<file path="src/rtl/seq_arith_unit.sv">
// Handshaked unsigned ADD/SUB (1-cycle) and iterative shift-add MUL (WIDTH steps).
// Optional saturation of ADD carry / SUB borrow is enabled by defining SEQ_ARITH_UNIT_SAT_EN.
module seq_arith_unit #(
    parameter int WIDTH = 32
) (
    input  logic               clk,
    input  logic               rst,
    input  logic               in_valid,
    output logic               in_ready,
    input  logic [1:0]         in_op,
    input  logic [WIDTH-1:0]   in_a,
    input  logic [WIDTH-1:0]   in_b,
    output logic               out_valid,
    input  logic               out_ready,
    output logic [2*WIDTH-1:0] out_result,
    output logic               out_err,
    output logic               out_sat
);
    localparam int CNT_W = $clog2(WIDTH + 1);

    localparam logic [1:0] OP_ADD = 2'b00;
    localparam logic [1:0] OP_SUB = 2'b01;
    localparam logic [1:0] OP_MUL = 2'b10;

    typedef enum logic [1:0] {IDLE, MUL_BUSY, DONE} state_t;

    state_t               state_reg, state_next;
    logic [2*WIDTH:0]     acc_reg, acc_next, acc_step;
    logic [WIDTH-1:0]     mcand_reg, mcand_next;
    logic [CNT_W-1:0]     cnt_reg, cnt_next;
    logic [2*WIDTH-1:0]   result_reg, result_next;
    logic                 err_reg, err_next;
    logic                 sat_reg, sat_next;
    logic [WIDTH:0]       sum_w, diff_w;

    function automatic logic [WIDTH:0] add_f(input logic [WIDTH-1:0] a, input logic [WIDTH-1:0] b);
        return {1'b0, a} + {1'b0, b};
    endfunction

    // Bit WIDTH of the widened difference is the borrow (a < b).
    function automatic logic [WIDTH:0] sub_f(input logic [WIDTH-1:0] a, input logic [WIDTH-1:0] b);
        return {1'b0, a} - {1'b0, b};
    endfunction

    // Accumulator holds {partial product (WIDTH+1 bits), remaining multiplier bits}.
    task automatic shift_add_step(input  logic [2*WIDTH:0] acc,
                                  input  logic [WIDTH-1:0] mcand,
                                  output logic [2*WIDTH:0] acc_out);
        logic [WIDTH:0] upper;
        upper = acc[2*WIDTH:WIDTH];
        if (acc[0])
            upper = upper + {1'b0, mcand};
        acc_out = {upper, acc[WIDTH-1:0]} >> 1;
    endtask

    assign sum_w  = add_f(in_a, in_b);
    assign diff_w = sub_f(in_a, in_b);

    always_ff @(posedge clk) begin
        if (rst) begin
            state_reg  <= IDLE;
            acc_reg    <= '0;
            mcand_reg  <= '0;
            cnt_reg    <= '0;
            result_reg <= '0;
            err_reg    <= 1'b0;
            sat_reg    <= 1'b0;
        end else begin
            state_reg  <= state_next;
            acc_reg    <= acc_next;
            mcand_reg  <= mcand_next;
            cnt_reg    <= cnt_next;
            result_reg <= result_next;
            err_reg    <= err_next;
            sat_reg    <= sat_next;
        end
    end

    always_comb begin
        state_next  = state_reg;
        acc_next    = acc_reg;
        mcand_next  = mcand_reg;
        cnt_next    = cnt_reg;
        result_next = result_reg;
        err_next    = err_reg;
        sat_next    = sat_reg;
        shift_add_step(acc_reg, mcand_reg, acc_step);

        case (state_reg)
            IDLE: begin
                if (in_valid) begin
                    err_next   = 1'b0;
                    sat_next   = 1'b0;
                    state_next = DONE;
                    case (in_op)
                        OP_ADD: begin
                            result_next = {{(WIDTH-1){1'b0}}, sum_w};
`ifdef SEQ_ARITH_UNIT_SAT_EN
                            if (sum_w[WIDTH]) begin
                                result_next = {{WIDTH{1'b0}}, {WIDTH{1'b1}}};
                                sat_next    = 1'b1;
                            end
`endif
                        end
                        OP_SUB: begin
                            result_next = {{(WIDTH-1){1'b0}}, diff_w};
`ifdef SEQ_ARITH_UNIT_SAT_EN
                            if (diff_w[WIDTH]) begin
                                result_next = '0;
                                sat_next    = 1'b1;
                            end
`endif
                        end
                        OP_MUL: begin
                            mcand_next = in_a;
                            acc_next   = {{(WIDTH+1){1'b0}}, in_b};
                            cnt_next   = '0;
                            state_next = MUL_BUSY;
                        end
                        default: begin
                            result_next = '0;
                            err_next    = 1'b1;
                        end
                    endcase
                end
            end
            MUL_BUSY: begin
                // Full WIDTH steps regardless of operand values; one extra cycle publishes the product.
                if (cnt_reg == CNT_W'(WIDTH)) begin
                    result_next = acc_reg[2*WIDTH-1:0];
                    state_next  = DONE;
                end else begin
                    acc_next = acc_step;
                    cnt_next = cnt_reg + 1'b1;
                end
            end
            DONE: begin
                if (out_ready)
                    state_next = IDLE;
            end
            default: state_next = IDLE;
        endcase
    end

    assign in_ready   = (state_reg == IDLE);
    assign out_valid  = (state_reg == DONE);
    assign out_result = result_reg;
    assign out_err    = err_reg;
    assign out_sat    = sat_reg;
endmodule

</file>
<file path="config.mk">
export PLATFORM = sky130hd
export DESIGN_NAME = seq_arith_unit
export DESIGN_NICKNAME = d
export VERILOG_FILES = /design/src/rtl/seq_arith_unit.sv
export SDC_FILE = /design/constraint.sdc
export NUM_CORES = 1
export LEC_CHECK = 0
export ABC_AREA = 1
export CAP_MARGIN = 5
export CORE_UTILIZATION = 58
export CTS_CLUSTER_DIAMETER = 40
export DETAILED_ROUTE_END_ITERATION = 16
export MAX_ROUTING_LAYER = met4
export PLACE_DENSITY = 0.82
export SLEW_MARGIN = 40
export SYNTH_ARGS = -nofsm -noshare
export SYNTH_HDL_FRONTEND = slang
export SYNTH_SLANG_ARGS = --single-unit
</file>
<file path="constraint.sdc">
create_clock -name clk -period 3 [get_ports clk]
set_clock_uncertainty 0.05 [all_clocks]
set_input_delay 0.3 -clock clk [delete_from_list [all_inputs] [get_ports clk]]
set_output_delay 0.3 -clock clk [all_outputs]
set_load 0.02 [all_outputs]
</file>
; Word level (Yosys, flattened, before mapping)
; Index checks and enable logic that the tools add are counted.
; Widths: inputs -> output; s select.
[op_classes]
add_sub_neg = 4
n_eq_ne = 11
mux = 19
reduce_logical = 9
[op_table]
columns = op, n
row1 = $mux 65, 3
row2 = $pmux 64 s3, 1
row3 = $pmux 65 s2, 1
row4 = $mux 64, 2
row5 = $pmux 64 s2, 1
row6 = $add 32x32->33, 1
row7 = $add 33x32->33, 1
row8 = $mux 33, 1
row9 = $sub 32x32->33, 1
row10 = $mux 6, 3
row11 = $pmux 6 s2, 1
row12 = $mux 2, 4
row13 = $ne 2x2->1 const B, 4
row14 = $reduce_and 4->1, 2
row15 = $add 6x1->6 const B, 1
row16 = $eq 6x6->1 const B, 1
row17 = $pmux 2 s3, 1
row18 = $reduce_and 3->1, 2
row19 = $eq 2x1->1 const B, 2
row20 = $eq 2x2->1 const B, 2
row21 = $logic_not 2->1, 2
row22 = $ne 2x1->1 const B, 2
row23 = $reduce_or 3->1, 1
row24 = $reduce_and 2->1, 1
row25 = other kinds (2), 2
[word_totals]
register_bits = 170
inputBits = 70
elab_cells = 49

; Longest topological paths before layout
; Gate-level depths: netlist of run 1.
[depth]
depth_word = 4
depth_mapped = 22
ltp_nobuf = 22

; Least setup slack after synthesis of run 1
; No wires, ideal clock.
[synth_timing]
path_type = input port to flip-flop
from = input port in_b[0]
to = register result_reg[29], in the netlist out_result[29]
setup_time_ps = 70
t_arrival_ps = 2567
required_ps = 2880
setup_slack_ps = 314
cell_stages = 19
path_cell_list = inv_1 ha_1 nand3_1 nor2_2 nor2_1 a21oi_2 nand2_1 a21oi_2 xor2_1 ha_1 a21oi_1 nor2_1 o21ai_0 nand2_1 a21oi_1 nand2_1 nand2_1 nand3_1 a21oi_1
[synth_between]
elab_chain_cells = 4
elab_cells_between_ends = 5
[synth_lines]
columns = item, line
row1 = from (decl), 12  ; input logic [WIDTH-1:0] in_b,
row2 = $sub 32x32->33 / $add 32x32->33 (equally long branches), "42, 37"
row3 = $pmux 64 s3 *, 95  ; case (in_op)
row4 = $mux 64 *, 91  ; if (in_valid) begin
row5 = $pmux 64 s2 *, 89  ; case (state_reg)
row6 = to (signal assigned), 73  ; result_reg <= result_next;
row7 = to (decl), 31  ; logic [2*WIDTH-1:0] result_reg, result_next;
; Mark *: on every way between the ends. The rest lies on a longest branch, timed or not. The select of a mux whose other input is x is not followed.
; A chain may end at the register's enable or synchronous reset.

; Worst setup path in the final report of run 1
[layout_timing]
from = input port in_op[0]
to = register result_reg[12], in the netlist out_result[12]
[layout_between]
elab_chain_cells = 4
elab_cells_between_ends = 8
[layout_lines]
columns = item, line
row1 = from (decl), 10  ; input logic [1:0] in_op,
row2 = $eq 2x2->1 (tied with other cells), 95
row3 = $pmux 64 s3, 95
row4 = $mux 64, 91
row5 = $pmux 64 s2, 89
; Parallel ways exist; a longest one is shown, timed or not. The select of a mux whose other input is x is not followed.

==> qor.csv, run 1 <==
stage;metric;value;unit
sta;drv_slew;0;
layout;drive_above_1_share;14.8;%
routing;first_pass_iters;7;
clock_network;cts.sinks;169;
worst_hold_path;min_to;acc_reg[2];
worst_setup_path;cp-start-kind;input pin;
placed_design;numPortBuffers;136;
worst_setup_path;r2r_start;acc_reg[32];
sta;setup_viol;0;
placed_design;dpl_cell_area;14600;um2
logic_synthesis;yosysSeqAreaShare;27.9;%
routing;drtIter0Drc;1332;
grt;grt_pass1_wl;68100;um
clock_network;htree_levels;4;
logic_synthesis;ys_warn_count;0;
logic_synthesis;synthCells;2005;
layout;fillCellCount;1575;
clock_network;cts_max_path_buffers;2;
logic_synthesis;async_flop_share;0;%
sta;slew_headroom;53.8;%
worst_setup_path;critPathArrivalTime;3.22;ns
grt;overflow;0;
layout;final_area;15900;um2
sta;worst_pin_slew;0.692;ns
worst_hold_path;holdPathStages;3;
layout;final_util;77.8;%
layout;multiInputGateArea;7880;um2
sta;whs;0.142;ns
layout;nNetsFinal;2382;
grt;track_usage;41.4;%
status;status;finished clean;
floorplanning;row_count;52;
sta;setup_tns;0;ns
worst_setup_path;worstSetupPathType;input pin to flop;
placed_design;place_hpwl;32400;um
logic_synthesis;synth_area;12100;um2
placed_design;gp_congestion;1.06;
pwr;power.density;442;nW/um2
layout;antenna_cells;0;
layout;syn_to_final_growth;30.6;%
routing;route.detailed.drc;0;
pwr;p_total;7.00;mW
routing;wl_per_cell;17.6;um
worst_setup_path;r2r-end;acc_reg[59];
worst_setup_path;end_kind;flop;
worst_hold_path;min_path_type;input pin to flop;
routing;viasPerCell;5.69;
sta;fin_crit;2.90;ns
logic_synthesis;ys_seq_elements;169;
worst_setup_path;r2r_slack;0.68;ns
clock_network;cts_tree;built;
floorplanning;die_h;147;um
clock_network;cts-root-buf;clkbuf_16;
floorplanning;dieWidth;147;um
floorplanning;core_region_area;20400;um2
worst_setup_path;r2r_cells;13;
logic_synthesis;synth.distinct_cells;41;
worst_hold_path;worstHoldStart;in_b[2];
sta;fin_crit_sh;96.6;%
floorplanning;start_util;59.6;%
routing;antenna_left;0;
worst_setup_path;cp.required;3.32;ns
routing;wl;44400;um
clock_network;clk_pin_slew;0.07;ns
flow_run;drv_cap;0;
grt;grt_pass1_vias;13500;
logic_synthesis;synth-edff-count;0;
clock_network;clock_latency;0.44;ns
floorplanning;ios;138;
layout;ff_latch_area;3380;um2
worst_setup_path;crit_path_max_fanout;7;
clock_network;cts_buffers;17;
routing;vias;14400;
floorplanning;die_area;21500;um2
logic_synthesis;synth_area_per_cell;6.05;um2
grt;antenna_found_initial;0;
pwr;ir_drop;0.000395;V
logic_synthesis;syn-num-nets;2144;
sta;final_hold_viol_count;0;
pwr;p_leak;7.54;nW
grt;grt_max_degree;74;
sta;max_freq;0.345;GHz
logic_synthesis;ys.flop_type;dfxtp_1;
## synth_stat cells, types with 5 or more instances
| cell type | number | share of area [%] |
|---|---|---|
| nand2_1 | 586 | 18 |
| inv_1 | 270 | 8.4 |
| nor2_1 | 232 | 7.2 |
| a21oi_1 | 196 | 8.1 |
| dfxtp_1 | 169 | 28 |
| o21ai_0 | 120 | 4.9 |
| nand3_1 | 96 | 4.0 |
| ha_1 | 67 | 6.9 |
| xor2_1 | 54 | 3.9 |
| clkbuf_1 | 45 | 1.4 |
| a31oi_1 | 31 | 1.6 |
| o21ai_1 | 28 | 1.2 |
| nor3_1 | 20 | 0.82 |
| buf_2 | 15 | 0.62 |
| inv_2 | 10 | 0.31 |
| buf_4 | 7 | 0.43 |
| buf_6 | 5 | 0.46 |
| o21bai_1 | 5 | 0.31 |
## layout by cell type, fill, tap and decap left out, types with 35 or more instances in the layout
cell type          n
a21oi_1          174
nor2_1           205
nand2_1          556
ha_1              55
nand3_1           90
o21ai_0          107
xor2_1            54
inv_1            260
buf_4            150
clkdlybuf4s50_1  121
o21ai_1           35
dfxtp_1          169
## layout make-up
type | instances | share of cell area [%]
Multi-Input combinational cell | 1484 | 49.7
Sequential cell | 169 | 21.3
Timing Repair Buffer | 291 | 16.3
Inverter | 280 | 6.63
Clock buffer | 22 | 2.99
Tap cell | 270 | 2.13
Clock inverter | 10 | 0.821
## cells by family (layout without fill, tap and decap cells)
| logic type | count (synthesis) | in the layout | synth area share [%] |
|---|---|---|---|
| simple gates | 962 | 962 | 32.0 |
| buf+inv | 352 | 603 | 11.6 |
| flops | 169 | 169 | 27.9 |
| other cells | 1 | 1 | 0.0309 |
| compound gates | 397 | 397 | 17.3 |
| xor+xnor | 55 | 55 | 3.97 |
| fa+ha+maj | 69 | 69 | 7.24 |
## layer usage
layer	GRT usage (%)	routed length (um)
met1	51.2	17200
met2	67.9	21100
met3	5.16	4170
met4	16.9	1900
met5	-	0
## repair_timing
item / 4_1_cts / 5_1_grt
resized for setup: 47 / 117
hold buffers: 0 / 0
setup buffers: 4 / 10
pin swaps: 12 / 46
endpoints found under the setup margin: 21 / 24
## power by group
part / leakage, nW / internal [mW] / switching, mW
Sequential: 1.38 / 2.39 / 0.108
Combinational: 5.87 / 0.875 / 1.27
Clock: 0.290 / 1.31 / 1.05
Total: 7.54 / 4.58 / 2.42
## worst max-delay path, stage by stage
cell and delay, ns:
dlymetal6s2s_1 0.12, inv_2 0.07, nor2_4 0.25, inv_2 0.14, buf_4 0.20, nand2_1 0.11
o21ai_0 0.17, xor2_1 0.22, inv_1 0.07, ha_1 0.34, nand2_1 0.12, inv_1 0.12
nand3_1 0.11, nand2_1 0.14, nand2_1 0.07, nand2_1 0.13, xor2_1 0.33, nand2_1 0.10
a21oi_1 0.13
## per-stage QoR
step	std cells	worst slack, ns
2_1_floorplan	2005	0.314
3_3_place_gp	2480	-0.700
3_5_place_dp	2480	-0.653
4_1_cts	2516	-0.0325
5_1_grt	2526	-0.0662
6_report	2526	0.101
## worst max path at each step
| stage | slack (ns) | start | to |
|---|---|---|---|
| after CTS | -0.03 | in_b[0] | out_result[32] |
| after detailed placement | -0.65 | in_b[0] | out_result[30] |
| after floorplan | 0.31 | in_b[0] | out_result[29] |
| final | 0.10 | in_op[0] | out_result[12] |
| after global routing | -0.07 | in_b[10] | out_result[32] |
| after global placement | -0.70 | in_b[0] | out_result[31] |
Note: power is estimated with default switching activity, not from simulation.
==> run 2, diff against run 1 <==
==> constraint.sdc (replaced) <==
create_clock -name clk -period 3.2 [get_ports clk]
set_clock_uncertainty 0.05 [all_clocks]
set_input_delay 0.32 -clock clk [delete_from_list [all_inputs] [get_ports clk]]
set_output_delay 0.32 -clock clk [all_outputs]
set_load 0.02 [all_outputs]
==> qor.csv, run 2 (synthesis gave the netlist of run 1 again) <==
stage;metric;value;unit;change
pwr;p_leak;7.50;nW;was 7.54 nW
worst_setup_path;cp-endpoint;out_result[24];;was out_result[12]
pwr;power.density;411;nW/um2;was 442 nW/um2
routing;route.detailed.drc;0;;unchanged
placed_design;gp_congestion;1.05;;was 1.06
pwr;ir_drop;0.000310;V;was 0.000395 V
floorplanning;die_area;21500;um2;unchanged
worst_setup_path;end_kind;flop;;unchanged
worst_setup_path;cp_slowest_cell;clkdlybuf4s50_1;;was ha_1
placed_design;numPortBuffers;136;;unchanged
worst_setup_path;cp_cell_sequence;clkdlybuf4s50_1 -> nor2_2 -> nand3_1 -> nor2_4 -> nor2_2 -> a21oi_2 -> buf_4 -> buf_4 -> buf_4 -> xor2_1 -> inv_1 -> ha_4 -> nand2_1 -> buf_4 -> nor3_2 -> nand2_1 -> nand2_2 -> nand2_2 -> nand3_1 -> nand3_1 -> a21oi_1;;was dlymetal6s2s_1 -> inv_2 -> nor2_4 -> inv_2 -> buf_4 -> nand2_1 -> o21ai_0 -> xor2_1 -> inv_1 -> ha_1 -> nand2_1 -> inv_1 -> nand3_1 -> nand2_1 -> nand2_1 -> nand2_1 -> xor2_1 -> nand2_1 -> a21oi_1
placed_design;post-place-cells;2483;;was 2,480
grt;track_usage;40.8;%;was 41.4%
grt;antenna_found_initial;0;;unchanged
grt;grt_pass1_vias;13100;;was 13,500
sta;worst_pin_slew;0.735;ns;was 0.692 ns
layout;antenna_cells;0;;unchanged
grt;grt_pass1_wl;67200;um;was 68,100 um
floorplanning;row_count;52;;unchanged
clock_network;ctsHoldBuffers;0;;unchanged
worst_setup_path;max_stage_delay;0.49;ns;was 0.34 ns
sta;final_hold_viol_count;0;;unchanged
sta;max_freq;0.324;GHz;
worst_setup_path;cp.depth;21;;was 19
sta;setup_tns;0;ns;unchanged
routing;wl_per_cell;17.2;um;was 17.6 um
clock_network;cts-root-buf;clkbuf_16;;unchanged
clock_network;cts.sinks;169;;unchanged
routing;drtIter0Drc;1347;;was 1,332
layout;nNetsFinal;2385;;was 2,382
routing;vias;14200;;was 14,400
routing;antenna_left;0;;unchanged
worst_setup_path;crit_path_max_fanout;4;;was 7
worst_setup_path;r2r_start;state_reg[0];;was acc_reg[32]
layout;mostFrequentLayoutCells;nand2_1, inv_1, nor2_1;;unchanged
floorplanning;start_util;59.6;%;unchanged
floorplanning;ios;138;;unchanged
worst_setup_path;path_delay_family;simple AND/OR/NAND/NOR gates;;unchanged
sta;fin_crit;3.09;ns;
worst_hold_path;min_path_type;input pin to flop;;unchanged
layout;drive_above_1_share;13.7;%;was 14.8%
grt;grt_max_degree;74;;unchanged
floorplanning;die_h;147;um;unchanged
worst_setup_path;worstSetupPathType;input pin to flop;;unchanged
clock_network;clk_pin_slew;0.07;ns;about the same
status;status;finished clean;;unchanged
worst_setup_path;critPathArrivalTime;3.42;ns;was 3.22 ns
worst_setup_path;r2r-end;out_result[31];;was acc_reg[59]
floorplanning;dieWidth;147;um;unchanged
layout;syn_to_final_growth;30.0;%;was 30.6%
sta;fin_crit_sh;96.5;%;
layout;final_common_cell;nand2_1;;unchanged
worst_setup_path;r2r_slack;0.70;ns;was 0.68 ns
layout;stdcell_count;2529;;was 2,526
worst_setup_path;r2r_cells;8;;was 13
sta;slew_headroom;50.9;%;was 53.8%
worst_setup_path;cp-start-kind;input pin;;unchanged
sta;setup_viol;0;;unchanged
flow_run;drv_cap;0;;unchanged
routing;first_pass_iters;7;;unchanged
floorplanning;core_region_area;20400;um2;unchanged
worst_setup_path;cp.required;3.53;ns;was 3.32 ns
worst_setup_path;cp_common_cell;buf_4;;was nand2_1
placed_design;place_hpwl;32200;um;was 32,400 um
routing;wl;43600;um;was 44,400 um
grt;overflow;0;;unchanged
clock_network;cts_max_path_buffers;2;;unchanged
clock_network;htree_levels;4;;unchanged
routing;viasPerCell;5.63;;was 5.69
clock_network;cts_tree;built;;unchanged
worst_hold_path;worstHoldStart;in_op[0];;was in_b[2]
clock_network;clock_latency;0.45;ns;was 0.44 ns
clock_network;cts_buffers;17;;unchanged
worst_setup_path;startpoint;in_b[5];;was in_op[0]
sta;drv_slew;0;;unchanged
worst_setup_path;crit_buf_inv;6;;unchanged
[run 2: repair_timing]
| item | 4_1_cts | 5_1_grt |
|---|---|---|
| endpoints found under the setup margin | 9 | 23 |
| gates resized for setup | 8 | 116 |
| pin swaps | 3 | 35 |
| buffers inserted | 5 | 9 |
| endpoints found under the hold margin | 0 | 0 |
[run 2: how the worst min path moves through the flow]
stage	to	slack [ns]	cells past startpoint
6_report	out_err	0.16	3
5_1_grt	acc_reg[2]	0.19	3
4_1_cts	out_result[25]	0.36	4
3_5_place_dp	acc_reg[6]	0.40	2
3_3_place_gp	acc_reg[7]	0.40	2
2_1_floorplan	acc_reg[4]	0.39	2
[run 2: through the flow]
step / utilization, % / setup WS (ns) / area (um2) / power [mW] / hold WS, ns
4_1_cts: 75.0 / -0.00416 / 15300 / 6.34 / 0.357
2_1_floorplan: - / 0.494 / 12100 / 3.35 / 0.390
5_1_grt: 77.5 / -0.112 / 15800 / 6.72 / 0.188
3_5_place_dp: 71.7 / -0.570 / 14600 / 4.18 / 0.405
6_report: 77.5 / 0.112 / 15800 / 6.49 / 0.160
3_3_place_gp: 71.7 / -0.491 / 14600 / 4.15 / 0.399
[run 2: routing by layer]
layer	vias to the layer above	routed length [um]	track usage [%]
met1	6516	17500	50.6
met3	142	3710	5.50
met2	719	20500	66.7
li1	6857	-	-
met4	0	1840	16.6
met5	-	0	-
[run 2: power by group]
part           internal (mW)  total (mW)  switching (mW)
Clock                   1.12        2.20            1.08
Combinational          0.809        1.95            1.15
Sequential              2.24        2.34          0.0977
[run 2: worst min-delay path, cell delays in order]
cell	delay (ns)
dlymetal6s2s_1	0.14
nand4_1	0.09
a21oi_1	0.06
[run 2: cell type report]
class / instances / area [um2]
well taps: 270 / 338
clock buffers: 17 / 425
multi-input cells: 1484 / 7780
inverters: 280 / 1050
fillers: 1585 / 4590
flip-flops and latches: 169 / 3380
repair buffers: 294 / 2620
clock inverters: 15 / 185
